<file path="config.mk">
export PLATFORM = sky130hd
export DESIGN_NAME = sccb_target
export DESIGN_NICKNAME = d
export VERILOG_FILES = /design/src/rtl/sccb_target.sv
export SDC_FILE = /design/constraint.sdc
export NUM_CORES = 1
export LEC_CHECK = 0
export ABC_CLOCK_PERIOD_IN_PS = 2270
export BUFFER_PORTS_ARGS = -buffer_cell sky130_fd_sc_hd__buf_2
export CORE_ASPECT_RATIO = 1.1
export CORE_UTILIZATION = 30
export CTS_CLUSTER_DIAMETER = 120
export DETAILED_ROUTE_END_ITERATION = 16
export GPL_TIMING_DRIVEN = 0
export PLACE_DENSITY = 0.45
export REMOVE_ABC_BUFFERS = 1
export SETUP_SLACK_MARGIN = 0.3
export SKIP_LAST_GASP = 1
export SYNTH_ARGS = -nofsm -noshare
export SYNTH_HDL_FRONTEND = slang
export SYNTH_SLANG_ARGS = --single-unit
</file>
<file path="constraint.sdc">
create_clock -name clk -period 2.27 [get_ports clk]
set_input_delay 0.227 -clock clk [delete_from_list [all_inputs] [get_ports clk]]
set_output_delay 0.227 -clock clk [all_outputs]
set_load 0.005 [all_outputs]
</file>
<file path="src/rtl/sccb_target.sv">
// SCCB (OV7670-compatible) register-bus target. SIOC/SIOD are oversampled in the
// clk domain; writes emit a one-cycle strobe and reads are served from an external bank.
module sccb_target #(
  parameter logic [7:0] DEV_ID      = 8'h42,
  parameter int         SYNC_STAGES = 2
) (
  input  logic       clk,
  input  logic       rst_n,
  input  logic       sioc_in,
  input  logic       siod_in,
  output logic       siod_oe,
  output logic       wr_valid,
  output logic [7:0] wr_addr,
  output logic [7:0] wr_data,
  output logic [7:0] rd_addr,
  input  logic [7:0] rd_data,
  output logic       rd_strobe,
  output logic       busy
);
  localparam int NSYNC = (SYNC_STAGES < 2) ? 2 : SYNC_STAGES;

  typedef enum logic [3:0] {
    IDLE, ID, ID_X, SUB, SUB_X, WDATA, WDATA_X, RDATA, RDATA_X, IGNORE
  } state_t;

  state_t           state_q, state_d;
  logic [NSYNC-1:0] sioc_sync_q, sioc_sync_d;
  logic [NSYNC-1:0] siod_sync_q, siod_sync_d;
  logic             sioc_dly_q, sioc_dly_d;
  logic             siod_dly_q, siod_dly_d;
  logic [2:0]       cnt_q, cnt_d;
  logic [6:0]       shift_q, shift_d;
  logic [7:0]       tx_q, tx_d;
  logic             x_rise_q, x_rise_d;
  logic             rw_q, rw_d;
  logic             siod_oe_q, siod_oe_d;
  logic             wr_valid_q, wr_valid_d;
  logic [7:0]       wr_addr_q, wr_addr_d;
  logic [7:0]       wr_data_q, wr_data_d;
  logic [7:0]       rd_addr_q, rd_addr_d;
  logic             rd_strobe_q, rd_strobe_d;
  logic             busy_q, busy_d;

  logic       sioc_s, siod_s;
  logic       sioc_rise, sioc_fall, start_det, stop_det;
  logic [7:0] byte_in;

  assign sioc_s    = sioc_sync_q[NSYNC-1];
  assign siod_s    = siod_sync_q[NSYNC-1];
  assign sioc_rise = sioc_s & ~sioc_dly_q;
  assign sioc_fall = ~sioc_s & sioc_dly_q;
  // SIOC must be steadily high so a data change coinciding with a clock edge never looks like START/STOP
  assign start_det = sioc_s & sioc_dly_q & siod_dly_q & ~siod_s;
  assign stop_det  = sioc_s & sioc_dly_q & ~siod_dly_q & siod_s;
  assign byte_in   = {shift_q, siod_s};

  always_comb begin
    sioc_sync_d = {sioc_sync_q[NSYNC-2:0], sioc_in};
    siod_sync_d = {siod_sync_q[NSYNC-2:0], siod_in};
    sioc_dly_d  = sioc_s;
    siod_dly_d  = siod_s;
    state_d     = state_q;
    cnt_d       = cnt_q;
    shift_d     = shift_q;
    tx_d        = tx_q;
    x_rise_d    = x_rise_q;
    rw_d        = rw_q;
    siod_oe_d   = siod_oe_q;
    wr_valid_d  = 1'b0;
    wr_addr_d   = wr_addr_q;
    wr_data_d   = wr_data_q;
    rd_addr_d   = rd_addr_q;
    rd_strobe_d = 1'b0;
    busy_d      = busy_q;

    if (start_det) begin
      state_d   = ID;
      cnt_d     = 3'd0;
      x_rise_d  = 1'b0;
      siod_oe_d = 1'b0;
      busy_d    = 1'b1;
    end else if (stop_det) begin
      state_d   = IDLE;
      cnt_d     = 3'd0;
      x_rise_d  = 1'b0;
      siod_oe_d = 1'b0;
      busy_d    = 1'b0;
    end else begin
      unique case (state_q)
        ID, SUB, WDATA: begin
          if (sioc_rise) begin
            shift_d = byte_in[6:0];
            cnt_d   = cnt_q + 3'd1;
            if (cnt_q == 3'd7) begin
              x_rise_d = 1'b0;
              if (state_q == ID) begin
                if (byte_in[7:1] != DEV_ID[7:1]) begin
                  state_d = IGNORE;
                end else begin
                  state_d = ID_X;
                  rw_d    = byte_in[0];
                end
              end else if (state_q == SUB) begin
                rd_addr_d = byte_in;
                state_d   = SUB_X;
              end else begin
                wr_valid_d = 1'b1;
                wr_addr_d  = rd_addr_q;
                wr_data_d  = byte_in;
                state_d    = WDATA_X;
              end
            end
          end
        end
        RDATA: begin
          if (sioc_rise) begin
            cnt_d = cnt_q + 3'd1;
            if (cnt_q == 3'd7) begin
              state_d  = RDATA_X;
              x_rise_d = 1'b0;
            end
          end else if (sioc_fall) begin
            siod_oe_d = ~tx_q[3'd7 - cnt_q];
          end
        end
        // First fall opens the 9th bit (ACK driven, or released for the master's NA);
        // second fall closes it and hands over to the next phase.
        ID_X, SUB_X, WDATA_X, RDATA_X: begin
          if (sioc_rise) begin
            x_rise_d = 1'b1;
          end else if (sioc_fall) begin
            if (!x_rise_q) begin
              siod_oe_d = (state_q != RDATA_X);
            end else begin
              siod_oe_d = 1'b0;
              x_rise_d  = 1'b0;
              cnt_d     = 3'd0;
              if (state_q == ID_X) begin
                if (rw_q) begin
                  state_d     = RDATA;
                  tx_d        = rd_data;
                  rd_strobe_d = 1'b1;
                  siod_oe_d   = ~rd_data[7];
                end else begin
                  state_d = SUB;
                end
              end else if (state_q == SUB_X) begin
                state_d = WDATA;
              end else begin
                state_d = IGNORE;
              end
            end
          end
        end
        default: siod_oe_d = 1'b0;
      endcase
    end
  end

  always_ff @(posedge clk) begin
    if (!rst_n) begin
      sioc_sync_q <= '1;
      siod_sync_q <= '1;
      sioc_dly_q  <= 1'b1;
      siod_dly_q  <= 1'b1;
      state_q     <= IDLE;
      cnt_q       <= 3'd0;
      x_rise_q    <= 1'b0;
      rw_q        <= 1'b0;
      siod_oe_q   <= 1'b0;
      wr_valid_q  <= 1'b0;
      wr_addr_q   <= 8'h00;
      wr_data_q   <= 8'h00;
      rd_addr_q   <= 8'h00;
      rd_strobe_q <= 1'b0;
      busy_q      <= 1'b0;
    end else begin
      sioc_sync_q <= sioc_sync_d;
      siod_sync_q <= siod_sync_d;
      sioc_dly_q  <= sioc_dly_d;
      siod_dly_q  <= siod_dly_d;
      state_q     <= state_d;
      cnt_q       <= cnt_d;
      x_rise_q    <= x_rise_d;
      rw_q        <= rw_d;
      siod_oe_q   <= siod_oe_d;
      wr_valid_q  <= wr_valid_d;
      wr_addr_q   <= wr_addr_d;
      wr_data_q   <= wr_data_d;
      rd_addr_q   <= rd_addr_d;
      rd_strobe_q <= rd_strobe_d;
      busy_q      <= busy_d;
    end
  end

  // Shift/transmit registers are always fully reloaded before use
  always_ff @(posedge clk) begin
    shift_q <= shift_d;
    tx_q    <= tx_d;
  end

  assign siod_oe   = siod_oe_q;
  assign wr_valid  = wr_valid_q;
  assign wr_addr   = wr_addr_q;
  assign wr_data   = wr_data_q;
  assign rd_addr   = rd_addr_q;
  assign rd_strobe = rd_strobe_q;
  assign busy      = busy_q;
endmodule

</file>
==> results.cfg, run 1 <==
[outcome]
status = finished clean

[cts]
clock_path_buffers = 2
htreeDepth = 3
clkTransAtPathRegs_ps = 70
holdBufCountCts = 0
worst_skew_pair.late_latency_ps = 330
clockRootBuffer = clkbuf_8
cts_tree = built
clkSinkCount = 58
cts_buffers = 9

[placed_design]
dp_cells = 358
hpwl_um = 3530
dp_slack_ps = -91.1
finalWeightedCongestion = 0.773
io_buffers = 39
placed_area_mm2 = 0.00277

[worst_setup_path]
reg2reg_to = state_q[0]
crit_end = state_q[0]
crit_arrival_ps = 2170
end_kind = register
required_ps = 2540
startpoint_type = register
crit_path_start = state_q[1]
crit_type = reg2reg
crit_fanout = 12
reg2regPathDepth = 5
r2r-start = state_q[1]
r2r_setup_slack_ps = 360

[power_and_ir_drop]
p_leak_nw = 1.12
irDropWorstVdd_v = 0.000383
power_density_mw_per_mm2 = 648

[timing]
drv_slew = 0
tightest_slew_ps = 621
fin_crit_sh_pct = 84.1
setup_viol = 0
max_slew_margin_pct = 58.4
hold_viol = 0
setup_slack_ps = 361
rsz0062_at_grt = yes
finClkSkew_ps = 8.01
fmax_mhz = 524
min_period_ps = 1910

[detailed_routing]
wl_per_cell_um = 13.8
vias_per_cell = 4.57
first_pass_iters = 5
drt-initial-drc-count = 82
vias = 1735
final_antenna_net_count = 0
routed_wl_um = 5250
drc = 0

[global_routing]
antenna_found_initial = 0
grt-ovfl-total = 0
gr-usage-met3_pct = 4.50
grt_pass1_vias = 1655
grt_max_degree = 36
grtUsageMet1_pct = 17.2
top_usage_layer = met2
globalRouteMet2Util_pct = 18.8
grt.total_usage_pct = 12.9
grt_first_pass_wirelength_um = 8450

[synthesis]
synth_edf_count = 15
ys_types = 41
syn-cell-area_mm2 = 0.00249
muxShareOfSynthArea_pct = 13.2
synth_area_per_cell_um2 = 11.2
synth_cells = 222
async_flop_share_pct = 0
synth_xor_area_share_pct = 0.352
ys_ff_latch = 58
synthSimpleGateAreaFrac_pct = 19.5
synthAdderAreaFrac_pct = 2.51
synthFlopType = dfxtp_1
seq_area_frac_synth_pct = 52.6
synth-compound-area-share_pct = 7.99
synth_warnings = 0
synth_top_family_by_area = simple AND/OR/NAND/NOR gates

[floorplanning]
core_region_area_mm2 = 0.00800
die_w_um = 88.9
row_count = 34
die_area_mm2 = 0.00867
boundaryPins = 40
die_h_um = 97.6
start_util_pct = 31.1

[layout]
regArea_mm2 = 0.00132
final_cells = 380
drive_gt1_share_pct = 32.0
syn_to_final_growth_pct = 22.6
multi_input_area_mm2 = 0.00114
design_area_mm2 = 0.00305
fillCellCount = 852
n_antenna_cell = 0
fin_nets = 284

[worst_hold_path]
hold_path_class = in2reg

[job]
cap_violations = 0
[worst max-delay path: stages, from the launching register on]
cell and delay, ps:
dfxtp_2 380, or4b_4 590, o21ai_4 140, mux2_4 370
o221ai_1 190, o311a_1 180
[through the flow]
step	hold WS [ps]	util (%)	TNS [ps]	power [mW]
after floorplan	296	-	-2330	1.14
after global placement	388	34.4	-14490	1.17
after detailed placement	391	34.7	-159	1.17
after CTS	54.8	37.4	0	2.01
after global routing	47.0	38.2	0	2.07
final	73.4	38.2	0	1.98
[logic make-up (layout without fill, tap and decap cells)]
group                    Yosys count  count (layout)
AND/OR/NAND/NOR                   80              80
buffers and inverters             19              69
XOR/XNOR                           1               1
multiplexers                      30              30
flip-flops                        58              58
AO/OA/AOI/OAI                     29              29
adder cells (fa/ha/maj)            5               5
[layer usage]
| metal | routed length, µm | up-vias |
|---|---|---|
| met3 | 182 | 4 |
| met4 | 56 | 0 |
| met5 | 0 | - |
| met1 | 2720 | 815 |
| met2 | 2300 | 30 |
| li1 | - | 886 |
[power by group]
part | internal (mW) | switching (mW) | total [mW] | leakage [nW]
Sequential | 1.06 | 0.00985 | 1.07 | 0.485
Clock | 0.420 | 0.413 | 0.833 | 0.0851
Combinational | 0.0341 | 0.0390 | 0.0731 | 0.549
Total | 1.52 | 0.462 | 1.98 | 1.12
[flip-flops by register name (all words and copies together), names as in the netlist, 2 cells and up]
register	count
rd_addr	8
shift_q	7
siod_sync_q	2
wr_addr	8
state_q	4
wr_data	8
sioc_sync_q	2
tx_q	8
cnt_q	3
[area by class of cell]
class,instances,area share (%)
Clock inverter,5,0.983
Inverter,6,0.737
Timing Repair Buffer,47,8.48
Multi-Input combinational cell,145,37.5
Clock buffer,11,4.63
Sequential cell,58,43.3
Tap cell,108,4.42
[cell usage after synthesis, drive strengths merged (2+ instances only)]
| cell | count | share of area (%) |
|---|---|---|
| a211oi | 2 | 0.60 |
| a21oi | 8 | 1.6 |
| a22oi | 3 | 0.90 |
| a31oi | 3 | 0.75 |
| a32oi | 2 | 0.70 |
| and2 | 5 | 1.3 |
| buf | 4 | 1.6 |
| clkbuf | 9 | 1.4 |
| dfxtp | 43 | 35 |
| edfxtp | 15 | 18 |
| ha | 5 | 2.5 |
| inv | 6 | 0.90 |
| mux2 | 2 | 0.90 |
| mux2i | 26 | 10 |
| mux4 | 2 | 1.8 |
| nand2 | 5 | 0.75 |
| nand2b | 9 | 2.3 |
| nand3b | 2 | 0.60 |
| nand4 | 2 | 0.50 |
| nor2 | 11 | 1.7 |
| nor2b | 27 | 6.8 |
| nor3 | 5 | 1.0 |
| nor4 | 4 | 1.6 |
| nor4b | 3 | 1.1 |
| o21ai | 3 | 0.75 |
| o22ai | 2 | 0.50 |
| or2 | 3 | 0.75 |
[cell usage in the layout, fill, tap and decap left out, drive strengths merged, types with 4 or more instances in the layout]
master / count
dfxtp: 43
nor3: 5
inv: 6
nand2: 5
buf: 47
ha: 5
nand2b: 9
nor4: 4
edfxtp: 15
and2: 5
nor2b: 27
nor2: 11
a21oi: 8
mux2i: 26
clkbuf: 11
[worst min-delay path by stage]
stage                              start             end  cells after the start
after floorplan                    rst_n      sioc_dly_q                      1
after global placement    siod_sync_q[0]  siod_sync_q[1]                      1
after detailed placement  siod_sync_q[0]  siod_sync_q[1]                      1
after CTS                     rd_data[5]         tx_q[5]                      1
after global routing          rd_data[5]         tx_q[5]                      1
final                         rd_data[2]         tx_q[2]                      1
[timing repair]
| item | 4_1_cts | 5_1_grt |
|---|---|---|
| setup endpoints to repair | 47 | 25 |
| pin swaps | 1 | 2 |
| resized for setup | 11 | 6 |
| buffers inserted | 1 | 5 |
Power figures use the tool's default switching activity.
==> run 2, diff against run 1 <==
- ABC_CLOCK_PERIOD_IN_PS: 2270 -> 1600
- PLACE_DENSITY: 0.45 -> 0.46
- clock period: 2.27 -> 1.6 ns (I/O delays scaled with it)
==> run 2 against run 1 <==
Setup slack worse by 560 ps. The flow now finishes with violations (setup timing). Flip-flop and latch count unchanged. Clock skew up 0.79 ps. Maximum frequency up 6.4%. Die area unchanged. Combinational power up 150%. Largest cell class unchanged. Sequential share of layout area down 7.1 points. Clock power up 64%.
==> results.cfg, run 2 (synthesis gave the netlist of run 1 again) <==
[worst_setup_path]
startpoint_type = register
required_ps = 1820
crit_type = reg2reg
crit_fanout = 6
end_kind = register
crit_arrival_ps = 2020

[floorplanning]
die_area_mm2 = 0.00867
row_count = 34
boundaryPins = 40
start_util_pct = 31.1
die_h_um = 97.6
core_region_area_mm2 = 0.00800
die_w_um = 88.9

[cts]
cts_tree = built
clock_path_buffers = 2
htreeDepth = 3
clkTransAtPathRegs_ps = 70
clockRootBuffer = clkbuf_8
worst_skew_pair.late_latency_ps = 330
clkSinkCount = 58
cts_buffers = 9

[timing]
fin_crit_sh_pct = 112
min_period_ps = 1790
drv_slew = 0
max_slew_margin_pct = 62.3
tightest_slew_ps = 566
rsz0062_at_grt = yes
setup_viol = 41
finClkSkew_ps = 8.80
fmax_mhz = 557
setup_slack_ps = -194
hold_viol = 0

[layout]
syn_to_final_growth_pct = 49.1
layout_commonest_cell = buf_2
mostFrequentLayoutCells = buf_2, dfxtp_1, buf_4
fillCellCount = 783
drive_gt1_share_pct = 48.0
fin_nets = 331
n_antenna_cell = 0

[placed_design]
io_buffers = 39
dp_slack_ps = -736
hpwl_um = 3490
finalWeightedCongestion = 0.781

[job]
cap_violations = 0

[worst_hold_path]
hold_path_class = in2reg

[detailed_routing]
first_pass_iters = 6
final_antenna_net_count = 0
vias_per_cell = 4.63
vias = 1977
wl_per_cell_um = 14.5
drc = 0
drt-initial-drc-count = 75
routed_wl_um = 6200

[global_routing]
grt.total_usage_pct = 14.5
antenna_found_initial = 0
grt-ovfl-total = 0
grt_pass1_vias = 1928
grt_first_pass_wirelength_um = 9400
grt_max_degree = 36

[power_and_ir_drop]
power_density_mw_per_mm2 = 825
p_leak_nw = 1.41
irDropWorstVdd_v = 0.000408
finalPower_mw = 3.07

[outcome]
violations = setup timing
status = finished, violations left
[run 2: cell type report]
class	count	area, µm²	area share (%)
sequential	58	1340	36.2
multi-input combinational	145	1330	35.7
timing repair buffer	94	683	18.4
clock buffer	11	151	4.08
tap	108	135	3.64
clock inverter	5	52.6	1.41
inverter	6	22.5	0.606
[run 2: timing repair]
action | 4_1_cts | 5_1_grt
setup buffers | 34 | 10
resized for setup | 55 | 24
gates cloned | 1 | 0
pin swaps | 14 | 12
setup endpoints to repair | 51 | 51
hold buffers | 8 | 0
hold endpoints to repair | 8 | 0
[run 2: power by group]
| group | leakage [nW] | switching, mW | internal [mW] | total, mW |
|---|---|---|---|---|
| logic | 0.822 | 0.0821 | 0.0989 | 0.181 |
| clock network | 0.107 | 0.578 | 0.796 | 1.37 |
| registers | 0.486 | 0.00956 | 1.50 | 1.51 |
| total | 1.41 | 0.670 | 2.40 | 3.07 |
[run 2: routing by layer]
layer / part of all wire [%] / global-route usage [%]
met5: 0 / 0
met3: 3.1 / 3.31
met1: 46 / 19.0
met4: 2.0 / 8.06
met2: 49 / 21.7
[run 2: per-stage QoR]
step	hold WS (ps)	instance area, µm²	cells	TNS (ps)	utilization, %
2_1_floorplan	229	2420	209	-21700	-
3_3_place_gp	339	2750	356	-45280	34.4
3_5_place_dp	340	2770	358	-26900	34.7
4_1_cts	0.830	3550	417	-3840	44.4
6_report	9.34	3710	427	-3450	46.4
5_1_grt	3.40	3710	427	-6670	46.4
[run 2: critical path: stages (launching register included)]
cell and delay, ps:
dfxtp_4 360, buf_4 130, buf_4 130, ha_4 150, ha_2 160, nand2_2 80
nor3_2 60, mux2_4 320, o311a_1 290
[run 2: path summary, 6_finish.rpt]
check / slack [ps] / end / start / cells past startpoint
min reg2reg: 410 / siod_sync_q[1] / siod_sync_q[0] / 1
min: 9 / tx_q[4] / rd_data[4] / 1
max: -190 / state_q[0] / cnt_q[1] / 8
max reg2reg: -190 / state_q[0] / cnt_q[1] / 8
